### src/rtl/spi_frame_rx.sv
// -----------------------------------------------------------------------------
// spi_frame_rx
//
// SPI mode-0 frame receiver for the PWM configuration path. The raw SPI pins
// are synchronised into the clk domain and 16-bit frames are deserialised,
// MSB first. Each completed frame is checked when nCS rises. Accepted writes
// are offered to the register bank as a single-entry valid/ready stream.
// Read frames, malformed frames and overruns never reach the register bank.
//
// Frame layout: bit15 = R/W (1 = write), bits14:8 = address, bits7:0 = data.
//
// Parameters
//   SYNC_STAGES  synchroniser depth per SPI pin (>= 2)
//   ADDR_MAX     highest legal register address; higher addresses are dropped
//
// Ports
//   clk        system clock
//   rst        asynchronous, active-high reset
//   sclk_in    raw SPI clock
//   copi_in    raw SPI data, controller to peripheral
//   ncs_in     raw SPI chip select, active low
//   wr_valid   accepted write pending
//   wr_ready   consumer takes the write on an edge where wr_valid & wr_ready
//   wr_addr    register address of the pending write
//   wr_data    register data of the pending write
//   busy       frame in progress
//   frame_err  one-cycle pulse on a bad bit count or an overrun
// -----------------------------------------------------------------------------
module spi_frame_rx #(
   parameter int SYNC_STAGES = 2,
   parameter int ADDR_MAX    = 4
) (
   input  logic       clk,
   input  logic       rst,
   input  logic       sclk_in,
   input  logic       copi_in,
   input  logic       ncs_in,
   output logic       wr_valid,
   input  logic       wr_ready,
   output logic [6:0] wr_addr,
   output logic [7:0] wr_data,
   output logic       busy,
   output logic       frame_err
);

   // Edge detection stays disabled until the synchronisers and history flops
   // hold real pin values. Otherwise the nCS reset value of 1 would show up as
   // a false falling edge when rst is released while ncs_in is already low.
   localparam int                FILL_MAX  = SYNC_STAGES + 1;
   localparam int                FILL_W    = $clog2(FILL_MAX + 1);
   localparam logic [FILL_W-1:0] FILL_DONE = FILL_W'(FILL_MAX);
   localparam logic [6:0]        ADDR_LIM  = 7'(ADDR_MAX);

   typedef enum logic {
      IDLE,
      SHIFT
   } state_t;

   // ---------------------------------------------------------------------------
   // Synchronisers and edge detection
   // ---------------------------------------------------------------------------
   logic [SYNC_STAGES-1:0] sclk_sync;
   logic [SYNC_STAGES-1:0] copi_sync;
   logic [SYNC_STAGES-1:0] ncs_sync;
   logic                   sclk_hist;
   logic                   copi_hist;
   logic                   ncs_hist;
   logic [FILL_W-1:0]      fill_cnt;

   logic sclk_s;
   logic copi_s;
   logic ncs_s;
   logic edge_en;
   logic sclk_rise;
   logic ncs_fall;
   logic ncs_rise;

   always_ff @(posedge clk or posedge rst) begin
      if (rst) begin
         sclk_sync <= '0;
         copi_sync <= '0;
         ncs_sync  <= '1;
         sclk_hist <= 1'b0;
         copi_hist <= 1'b0;
         ncs_hist  <= 1'b1;
         fill_cnt  <= '0;
      end else begin
         // NOTE: sequential state uses non-blocking assignments so every flop
         // samples the values that existed before this clock edge.
         sclk_sync <= {sclk_sync[SYNC_STAGES-2:0], sclk_in};
         copi_sync <= {copi_sync[SYNC_STAGES-2:0], copi_in};
         ncs_sync  <= {ncs_sync[SYNC_STAGES-2:0], ncs_in};
         sclk_hist <= sclk_sync[SYNC_STAGES-1];
         copi_hist <= copi_sync[SYNC_STAGES-1];
         ncs_hist  <= ncs_sync[SYNC_STAGES-1];
         if (fill_cnt != FILL_DONE) begin
            fill_cnt <= fill_cnt + 1'b1;
         end
      end
   end

   assign sclk_s    = sclk_sync[SYNC_STAGES-1];
   assign ncs_s     = ncs_sync[SYNC_STAGES-1];
   // COPI is sampled from its history flop: it lags the SCLK edge by one clk,
   // and the data was already stable at the pins for several clks by then.
   assign copi_s    = copi_hist;
   assign edge_en   = (fill_cnt == FILL_DONE);
   assign sclk_rise = edge_en &  sclk_s & ~sclk_hist;
   assign ncs_fall  = edge_en & ~ncs_s  &  ncs_hist;
   assign ncs_rise  = edge_en &  ncs_s  & ~ncs_hist;

   // ---------------------------------------------------------------------------
   // Next shift/count values. A final SCLK edge detected in the same cycle as
   // the nCS rise must be included before the frame is evaluated.
   // ---------------------------------------------------------------------------
   state_t      state;
   logic [15:0] shift_q;
   logic [4:0]  bit_cnt;
   logic        overflow;

   logic [15:0] shift_nxt;
   logic [4:0]  cnt_nxt;
   logic        ovf_nxt;
   logic        frame_ok;
   logic        frame_write;
   logic        pending;

   always_comb begin
      // NOTE: each always_comb output gets a default first, so no path
      // through the block can infer a latch.
      shift_nxt = shift_q;
      cnt_nxt   = bit_cnt;
      ovf_nxt   = overflow;
      if (sclk_rise) begin
         shift_nxt = {shift_q[14:0], copi_s};
         if (bit_cnt == 5'd16) begin
            ovf_nxt = 1'b1;
         end else begin
            cnt_nxt = bit_cnt + 5'd1;
         end
      end
   end

   assign frame_ok    = (cnt_nxt == 5'd16) && !ovf_nxt;
   assign frame_write = shift_nxt[15] && (shift_nxt[14:8] <= ADDR_LIM);
   // A write is still pending unless it is taken on this very edge.
   assign pending     = wr_valid && !wr_ready;

   // ---------------------------------------------------------------------------
   // Receive FSM and output stage
   // ---------------------------------------------------------------------------
   always_ff @(posedge clk or posedge rst) begin
      if (rst) begin
         state     <= IDLE;
         shift_q   <= '0;
         bit_cnt   <= '0;
         overflow  <= 1'b0;
         busy      <= 1'b0;
         frame_err <= 1'b0;
         wr_valid  <= 1'b0;
         wr_addr   <= '0;
         wr_data   <= '0;
      end else begin
         frame_err <= 1'b0;
         if (wr_valid && wr_ready) begin
            wr_valid <= 1'b0;
         end

         case (state)
            IDLE: begin
               if (ncs_fall) begin
                  shift_q  <= '0;
                  bit_cnt  <= '0;
                  overflow <= 1'b0;
                  busy     <= 1'b1;
                  state    <= SHIFT;
               end
            end

            SHIFT: begin
               shift_q  <= shift_nxt;
               bit_cnt  <= cnt_nxt;
               overflow <= ovf_nxt;
               if (ncs_rise) begin
                  state <= IDLE;
                  busy  <= 1'b0;
                  if (!frame_ok) begin
                     frame_err <= 1'b1;
                  end else if (frame_write) begin
                     if (pending) begin
                        // Overrun: keep the pending write, drop the new one.
                        frame_err <= 1'b1;
                     end else begin
                        // Also covers a handshake on this same edge: the
                        // reload overrides the clear above.
                        wr_valid <= 1'b1;
                        wr_addr  <= shift_nxt[14:8];
                        wr_data  <= shift_nxt[7:0];
                     end
                  end
               end
            end

            default: state <= IDLE;
         endcase
      end
   end

endmodule

### config.mk
export PLATFORM = sky130hd
export DESIGN_NAME = spi_frame_rx
export DESIGN_NICKNAME = d
export VERILOG_FILES = /design/src/rtl/spi_frame_rx.sv
export SDC_FILE = /design/constraint.sdc
export NUM_CORES = 1
export LEC_CHECK = 0
export CAP_MARGIN = 15
export CORE_MARGIN = 10
export CORE_UTILIZATION = 55
export CTS_CLUSTER_DIAMETER = 40
export DETAILED_ROUTE_END_ITERATION = 12
export GPL_TIMING_DRIVEN = 0
export PLACE_DENSITY = 0.83
export RECOVER_POWER = 100
export REMOVE_ABC_BUFFERS = 1
export SLEW_MARGIN = 20
export SYNTH_ARGS = -nofsm -noshare
export SYNTH_HDL_FRONTEND = slang
export SYNTH_SLANG_ARGS = --single-unit
### constraint.sdc
create_clock -name clk -period 5.7 [get_ports clk]
set_clock_uncertainty 0.1 [all_clocks]
set_input_delay 1.14 -clock clk [delete_from_list [all_inputs] [get_ports clk]]
set_output_delay 1.14 -clock clk [all_outputs]
set_load 0.005 [all_outputs]
## Yosys cells after proc, flatten, opt, wreduce, memory -nomap -nowiden

Cells that the tools add are included.
Widths: inputs -> output; s select.

- Register bits: 52
- Bits of input ports: 6

- Magnitude comparators: 1
- Reductions and logical operators: 8
- Muxes and demuxes: 28
- Bitwise gates (word level): 11
- Equality and inequality tests: 6
- Add/sub/neg operators: 2

Operators with widths:

| cell | count |
|---|---|
| $mux 16 | 2 |
| $pmux 16 s2 | 1 |
| $mux 1 | 18 |
| $mux 5 | 3 |
| $eq 5x5->1 const B | 2 |
| $pmux 5 s2 | 1 |
| $le 7x3->1 const B | 1 |
| $and 1x1->1 | 6 |
| $ne 2x2->1 const B | 3 |
| $pmux 1 s2 | 3 |
| $add 5x1->5 const B | 1 |
| $not 1->1 | 5 |
| $reduce_and 5->1 | 1 |
| $logic_and 1x1->1 | 4 |
| $add 2x1->2 const B | 1 |
| $eq 2x2->1 const B | 1 |
| $logic_not 1->1 | 2 |
| $reduce_and 2->1 | 1 |

## Longest topological paths before layout

Gate-level depths: netlist (run 1).

- Word-level depth: 10
- Mapped depth: 9

## Worst setup path after synthesis (run 1)

OpenSTA, ideal clock, no wires.

- Path type: in2reg
- From: in wr_ready
- To: reg wr_data[0]
- Stages on the path: 6
- Setup slack: 2,868 ps
- Buffers on the path: 1
- Arrival: 2,605 ps
- Path through: nor2b_1 or3_1 a311o_1 nor4_4 buf_6 mux2_1

- Word-level cells in the longest chain between the ends: 4

Ends and longest elaborated chain:

| element | RTL line | RTL |
|---|---|---|
| from (decl) | 39 | `input logic wr_ready,` |
| $logic_not 1->1 | 147 | `assign pending = wr_valid && !wr_ready;` |
| $logic_and 1x1->1 | 147 |  |
| $not 1->1 (no source line) | n/a |  |
| $reduce_and 5->1 (no source line) | n/a |  |
| to (signal assigned) | 198 | `wr_data <= shift_nxt[7:0];` |
| to (decl) | 41 | `output logic [7:0] wr_data,` |

No other way between the ends.
A chain may end at the register's enable or synchronous reset.

## Worst setup path in the final report (run 1)

- From: reg fill_cnt[0]
- To: reg wr_addr[1]

- Word-level cells in the longest chain between the ends: 7
- Elaborated cells between the ends (all ways): 14
- Classes of those cells: order compare (1); eq/ne (2); mux (3); bitwise (4); reduce/logical (4)

Ends and longest elaborated chain:

| element | RTL line | RTL |
|---|---|---|
| from (decl) | 68 | `logic [FILL_W-1:0] fill_cnt;` |
| from (signal assigned) | 97 | `fill_cnt <= fill_cnt + 1'b1;` |
| $eq 2x2->1 (*) | 107 | `assign edge_en = (fill_cnt == FILL_DONE);` |
| $and 1x1->1 (2 in series) | 108 | `assign sclk_rise = edge_en & sclk_s & ~sclk_hist;` |
| $mux 16, or another cell as far along | 134 | `if (sclk_rise) begin` |
| $le 7x3->1, or another cell as far along | 145 | `assign frame_write = shift_nxt[15] && (shift_nxt[14:8] <= ADDR_LIM);` |
| $logic_and 1x1->1, on equally long branches | 145, 144 |  |
| $reduce_and 5->1 (no source line) | n/a |  |
| to (signal assigned) | 197 | `wr_addr <= shift_nxt[14:8];` |
| to (decl) | 40 | `output logic [6:0] wr_addr,` |

Mark *: on every way between the ends. The rest lies on a longest branch, timed or not.

==> metrics.md, run 1 <==
| Metric | Value |
|---|---|
| Status | finished with violations |
| Failing checks | max-capacitance violations, max-slew violations |
| Clk_lat worst skew | between 0.3 and 0.4 ns |
| Post-route clock period utilization | ~71% |
| Fin crit period | ~4.1 ns |
| Largest net degree at the start of global routing | 36 |
| Num CTS Buffers | 5 |
| Post-Syn Area per Cell | ~11 sq um |
| DR vias | about 1.6k |
| IO Count | 24 |
| Slew margin rel. | -17.1% |
| Setup TNS | 0 ns |
| Vias in the first global route | 1621 |
| CTS sink cnt | 52 |
| Leakage Power | roughly 1.3 nW |
| RSZ-0062 raised after global routing | no |
| Cell Area, Synth | 2300 sq um |
| Die span in x | about 85 um |
| H-tree levels | 2 |
| Max-slew violations | 51 |
| Gr usage total | between 10% and 20% |
| Reg clk slew, reported paths | 0.08 ns |
| Share of the synthesized area in the top cell type | between 50% and 60% |
| Switching part of the total | ~27% |
| Hold Fails Final Rpt | 0 |
| # setup viols final | 0 |
| Final wirelength | 4240 um |
| Fmax | ~250 MHz |
| Final net count | ~240 |
| Cell taking the most area after synthesis | dfrtp_1 |
| Root Driver | clkbuf_8 |
| CTS Buffer Depth | 2 |
| Synth Warn # | 0 |
| Worst IR Drop VDD | 199 uV |
| Post-route ant nets | 0 |
| Residual DRC | 0 |
| Post_cts resized | 0 |
| Top post-synthesis cells by area | dfrtp_1, nand2_1, a22o_1 |
| DR vias/cell | around 5.7 |
| Worst setup EP type | flip-flop |
| Critical-path cell list | ha_1 > nand3b_1 > or3_1 > a311o_1 > nor4_2 > mux2_2 |
| Area of the core | a little over 4000 sq um |
| Worst EP required | between 5 and 6 ns |
| Fill count | about 320 |
| CTS tree | built |
| Initial core utilization | a little under three fifths |
| Antenna cells | 0 |
| Layout cell share with drive strength beyond 1 | ~7.6% |
| Clk network pwr share | between 30% and 40% |
| Hold slack | 0.260 ns |
| Worst-Margin Slew | 1.76 ns |
| Maximum fanout along the worst path | 22 |
| Post-synthesis sequential area ratio | between 50% and 60% |
| Post-Syn Instances | between 200 and 250 |
| Max Cap Viol | 2 |
| CP max stage cell | nor4_2 |
| Port-buffer cells | 23 |
| Sequential share of power | between 50 and 60% |
| Total gr overflow | 0 |
| Postcts setup bufs | 0 |
| HP Class | reg -> reg |
| FP Rows | 23 |
| Seq cells post-synth | 52 |
| Placed Area | around 2600 sq um |
| Area growth syn-to-layout | 14.9% |
| Die height | between 80 and 90 um |
| Delay of the slowest critical-path stage | between 1 and 1.5 ns |
| Combinational share of power | approximately an eighth |
| P_sw | 0.000210 W |
| Global-route wire length before repair | ~7500 um |
| Detailed placement HPWL | approximately 2800 um |
| CTS Hold Bufs | 0 |
| Gpl congestion | 0.754 |
| Cell variety after synth | 43 |
| Pwr dens | 294 nW/um^2 |
| Worst Setup Start Kind | flip-flop |
| Data arrival, critical path | a little over 4 ns |
| Starting DRC count in detailed routing | around 120 |
| Antenna violations before repair | 0 |
| Worst setup path class | reg -> reg |
| Non-Filler Cell Area, Final | between 2000 and 3000 sq um |
| Die footprint | 7170 sq um |
| DRT Pass-1 Iters | 4 |
| Int Pwr | ~0.00057 W |
| DR WL/cell | around 15 um |
## registers in the layout (all words and copies together), names as in the netlist
signal     flops
shift_q       16
wr_data        8
wr_addr        7
bit_cnt        5
copi_sync      2
fill_cnt       2
ncs_sync       2
sclk_sync      2
busy           1
copi_hist      1
frame_err      1
ncs_hist       1
overflow       1
sclk_hist      1
state          1
wr_valid       1
## layout by cell type, fill, tap and decap left out, drive strengths merged, types with 2 or more instances in the layout
cell,instances
nor3,2
a31oi,2
dfstp,3
nor2,3
nand4,2
xnor2,2
inv,6
or3,3
dfrtp,49
clkbuf,7
a22o,11
nand2,61
and3b,2
a21o,3
o21ai,10
mux2,12
dlygate4sd3,22
nand3b,2
nor4,2
ha,3
nor2b,9
## layout make-up
class | instances | area (sq um) | share of cell area, %
flip-flops and latches | 52 | 1310 | 49.4
multi-input cells | 147 | 910 | 34.4
repair buffers | 24 | 234 | 8.86
clock buffers | 6 | 72.6 | 2.75
well taps | 50 | 62.6 | 2.37
clock inverters | 2 | 38.8 | 1.47
inverters | 5 | 18.8 | 0.711
## power groups by stage
stage	logic [W]	registers, W	clock network [W]
global placement	0.0000944	0.000435	0
detailed placement	0.0000991	0.000437	0
floorplan	0.0000726	0.000426	0
finish	0.0000938	0.000429	0.000254
global route	0.000108	0.000435	0.000274
CTS	0.0000994	0.000429	0.000258
## critical path: cells and delay by family (launching register included)
kind	cells	cell delay (ns)
AND/OR/NAND/NOR	3	2.40
multiplexers	1	0.43
flip-flops	1	0.37
AO/OA/AOI/OAI	1	0.34
adder cells (fa/ha/maj)	1	0.29
## metal layers
layer,global-route usage [%],part of all wire [%],vias up
met4,4.49,1.6,0
met1,14.8,45,814
met5,0,0,-
li1,-,-,778
met2,19.6,46,43
met3,5.22,7.3,9
## final timing paths
kind                                    from      endpoint  slack (ns)  cells past startpoint
worst max-delay path             fill_cnt[0]    wr_addr[1]        1.64                      6
worst min-delay path            sclk_sync[0]  sclk_sync[1]        0.26                      0
worst max register to register   fill_cnt[0]    wr_addr[1]        1.64                      6
worst min register to register  sclk_sync[0]  sclk_sync[1]        0.26                      0
max in group asynchronous                rst   shift_q[10]        2.21                      3
min in group asynchronous                rst    wr_addr[4]        1.25                      2
## cells by family after synthesis
group,share of synthesized area [%]
fa+ha+maj,1.63
buf+inv,3.32
flops,56.7
simple gates,19.3
compound gates,11.9
mux,6.31
xor+xnor,0.762
## stage by stage
stage / total power [W] / instances / utilization (%) / setup slack, ns
2_1_floorplan: 0.000499 / 204 / - / 2.71
3_3_place_gp: 0.000529 / 277 / 62.9 / 1.96
3_5_place_dp: 0.000536 / 278 / 63.4 / 1.98
4_1_cts: 0.000787 / 286 / 66.2 / 2.04
5_1_grt: 0.000817 / 286 / 65.6 / 1.23
6_report: 0.000777 / 286 / 65.6 / 1.64
## Yosys cell counts (all sizes together)
| cell | n |
|---|---|
| nand2b | 1 |
| mux2 | 12 |
| or3 | 3 |
| dfstp | 3 |
| nand4b | 1 |
| mux2i | 1 |
| nand2 | 61 |
| a21boi | 1 |
| o32a | 1 |
| a22o | 11 |
| a21oi | 1 |
| and2 | 1 |
| a31o | 1 |
| o21ai | 10 |
| nand4 | 2 |
| nand3b | 2 |
| o22ai | 1 |
| ha | 3 |
| dfrtp | 49 |
| nor2b | 9 |
| xnor2 | 2 |
| and4bb | 1 |
| o21a | 1 |
| nor3b | 1 |
| and3b | 2 |
| a21o | 3 |
| a32o | 1 |
| inv | 5 |
| nand3 | 1 |
| a311oi | 1 |
| a31oi | 2 |
| nor4 | 2 |
| nor2 | 3 |
| buf | 7 |
| a2111o | 1 |
| nor3 | 2 |
| clkbuf | 5 |
| o31ai | 1 |
| a311o | 1 |
Note: power is estimated with default switching activity, not from simulation.
==> inputs of run 2 (changes only) <==
- clock period: 5.7 -> 4.2 ns (I/O delays scaled with it)
==> metrics.md, run 2 (same netlist as run 1, synthesis figures left out) <==
| Metric | Value |
|---|---|
| Starting DRC count in detailed routing | 128 (was 115) |
| Register with the most flip-flops | shift_q (unchanged) |
| Most frequent cells in the layout | nand2_1, dfrtp_1, dlygate4sd3_1, a22o_1, o21ai_0 (unchanged) |
| Overall power | 0.00106 W (was 0.000777 W) |
| Gr usage total | 12.4% (unchanged) |
| Setup TNS | 0 ns (unchanged) |
| Worst IR Drop VDD | 270 uV (was 199 uV) |
| Max reg flops | 16 (unchanged) |
| DR WL/cell | 14.8 um (about the same) |
| Final WS setup | 0.588 ns (was 1.64 ns) |
| Final net count | 244 (unchanged) |
| Met3 routed WL | 306 um (was 308 um) |
| Port-buffer cells | 23 (unchanged) |
| Total gr overflow | 0 (unchanged) |
| Layout cell share with drive strength beyond 1 | 7.63% (unchanged) |
| Int Pwr | 0.000770 W (was 0.000567 W) |
| Pwr dens | 398 nW/um^2 (was 294 nW/um^2) |
| IO Count | 24 (unchanged) |
| Setup slack after placement | 0.563 ns (was 1.98 ns) |
| Final wirelength | 4240 um (about the same) |
| Reg2reg path depth | 6 (unchanged) |
| Hold Path Stages | 0 (unchanged) |
| Failing checks | max-capacitance violations, max-slew violations (unchanged) |
| Vias in the first global route | 1621 (unchanged) |
| Slew margin rel. | -18.5% (was -17.1%) |
| Switching part of the total | 27.0% (about the same) |
| DR vias/cell | 5.77 (was 5.75) |
| H-tree levels | 2 (unchanged) |
| Reg clk slew, reported paths | 0.08 ns (about the same) |
| DRT Pass-1 Iters | 4 (unchanged) |
| Fin crit period | 3.61 ns (was 4.06 ns) |
| Initial core utilization | 57.1% (unchanged) |
| Fill count | 319 (unchanged) |
| Post_cts resized | 0 (unchanged) |
| Post-route clock period utilization | 86.0% (was 71.2%) |
| Met2 WL post-DR | 1980 um (was 1970 um) |
| Met1 Wirelength | 1890 um (about the same) |
| Highest metal used | met4 (unchanged) |
| Hold Fails Final Rpt | 0 (unchanged) |
| Non-filler cells, final | 286 (unchanged) |
| HP Start | sclk_sync[0] (unchanged) |
| Dpl cells | 278 (unchanged) |
| Status | finished with violations (unchanged) |
| Commonest non-fill, non-tap cell in the layout | nand2_1 (unchanged) |
| Postcts setup bufs | 0 (unchanged) |
| Global-route wire length before repair | 7510 um (unchanged) |
| R2R Path Start | fill_cnt[0] (unchanged) |
| Residual DRC | 0 (unchanged) |
| Die footprint | 7170 sq um (unchanged) |
| Leakage Power | 1.32 nW (about the same) |
| # setup viols final | 0 (unchanged) |
| Die span in x | 84.7 um (unchanged) |
| CTS Hold Bufs | 0 (unchanged) |
| Die height | 84.7 um (unchanged) |
| CTS tree | built (unchanged) |
| HP Class | reg -> reg (unchanged) |
| Data arrival, critical path | 3.70 ns (was 4.15 ns) |
| Post-route ant nets | 0 (unchanged) |
| RSZ-0062 raised after global routing | no (unchanged) |
| Area growth syn-to-layout | 15.2% (was 14.9%) |
| Clk_lat worst skew | 0.31 ns (about the same) |
| Antenna violations before repair | 0 (unchanged) |
| Fmax | 277 MHz (was 246 MHz) |
| FP Rows | 23 (unchanged) |
| Clk network pwr share | 32.6% (was 32.7%) |
| Largest net degree at the start of global routing | 36 (unchanged) |
| Worst-Margin Slew | 1.78 ns (was 1.76 ns) |
| Worst EP required | 4.29 ns (was 5.79 ns) |
| Sequential share of power | 55.2% (about the same) |
| Antenna cells | 0 (unchanged) |
| Worst setup path class | reg -> reg (unchanged) |
| Root Driver | clkbuf_8 (unchanged) |
| Num CTS Buffers | 5 (unchanged) |
| Critical path origin | fill_cnt[0] (unchanged) |
| CTS Buffer Depth | 2 (unchanged) |
| Worst setup EP type | flip-flop (unchanged) |
| Maximum fanout along the worst path | 22 (unchanged) |
| Combinational share of power | 12.2% (was 12.1%) |
| Detailed placement HPWL | 2820 um (unchanged) |
| Max Cap Viol | 1 (was 2) |
| Gpl congestion | 0.754 (unchanged) |
| Area of the core | 4030 sq um (unchanged) |
| CTS sink cnt | 52 (unchanged) |
| Max-slew violations | 35 (was 51) |
| P_sw | 0.000285 W (was 0.000210 W) |
| Largest regs | shift_q (16), wr_data (8), wr_addr (7) (unchanged) |
| Worst Setup Start Kind | flip-flop (unchanged) |
| DR vias | 1651 (was 1644) |
## run 2: area by class of cell
class / count / area, sq um / share of cell area, %
clock buffer: 6 / 72.6 / 2.74
clock inverter: 2 / 38.8 / 1.46
inverter: 5 / 18.8 / 0.708
multi-input combinational: 147 / 918 / 34.7
sequential: 52 / 1310 / 49.2
tap: 50 / 62.6 / 2.36
timing repair buffer: 24 / 234 / 8.83
## run 2: per-stage QoR
stage	hold slack, ns	utilization (%)	cell area, sq um
2_1_floorplan	0.231	-	2240
3_3_place_gp	0.235	62.9	2530
3_5_place_dp	0.239	63.4	2550
4_1_cts	0.263	66.2	2670
5_1_grt	0.271	65.8	2650
6_report	0.260	65.8	2650
## run 2: routing by layer
metal  global-route usage [%]  up-vias
met4                     4.49        0
met2                     19.6       47
li1                         -      779
met3                     5.22        9
met1                     14.8      816
met5                        0        -
## run 2: power groups by stage
stage | registers (W) | logic (W) | clock network (W)
after global routing | 0.000591 | 0.000149 | 0.000371
final | 0.000582 | 0.000129 | 0.000344
after floorplan | 0.000578 | 0.0000986 | 0
after detailed placement | 0.000593 | 0.000134 | 0
after CTS | 0.000583 | 0.000135 | 0.000350
after global placement | 0.000590 | 0.000128 | 0
## run 2: final timing paths
check,slack [ns],to
min,0.26,sclk_sync[1]
max in group asynchronous,0.99,shift_q[9]
min in group asynchronous,0.95,wr_addr[4]
max,0.59,wr_addr[1]
min reg2reg,0.26,sclk_sync[1]
max reg2reg,0.59,wr_addr[1]
## run 2: critical path, stage by stage, from the launching register on
cell,delay (ns)
dfrtp_1,0.37
ha_1,0.29
nand3b_1,0.63
or3_1,0.59
a311o_1,0.37
nor4_4,0.73
mux2_2,0.41
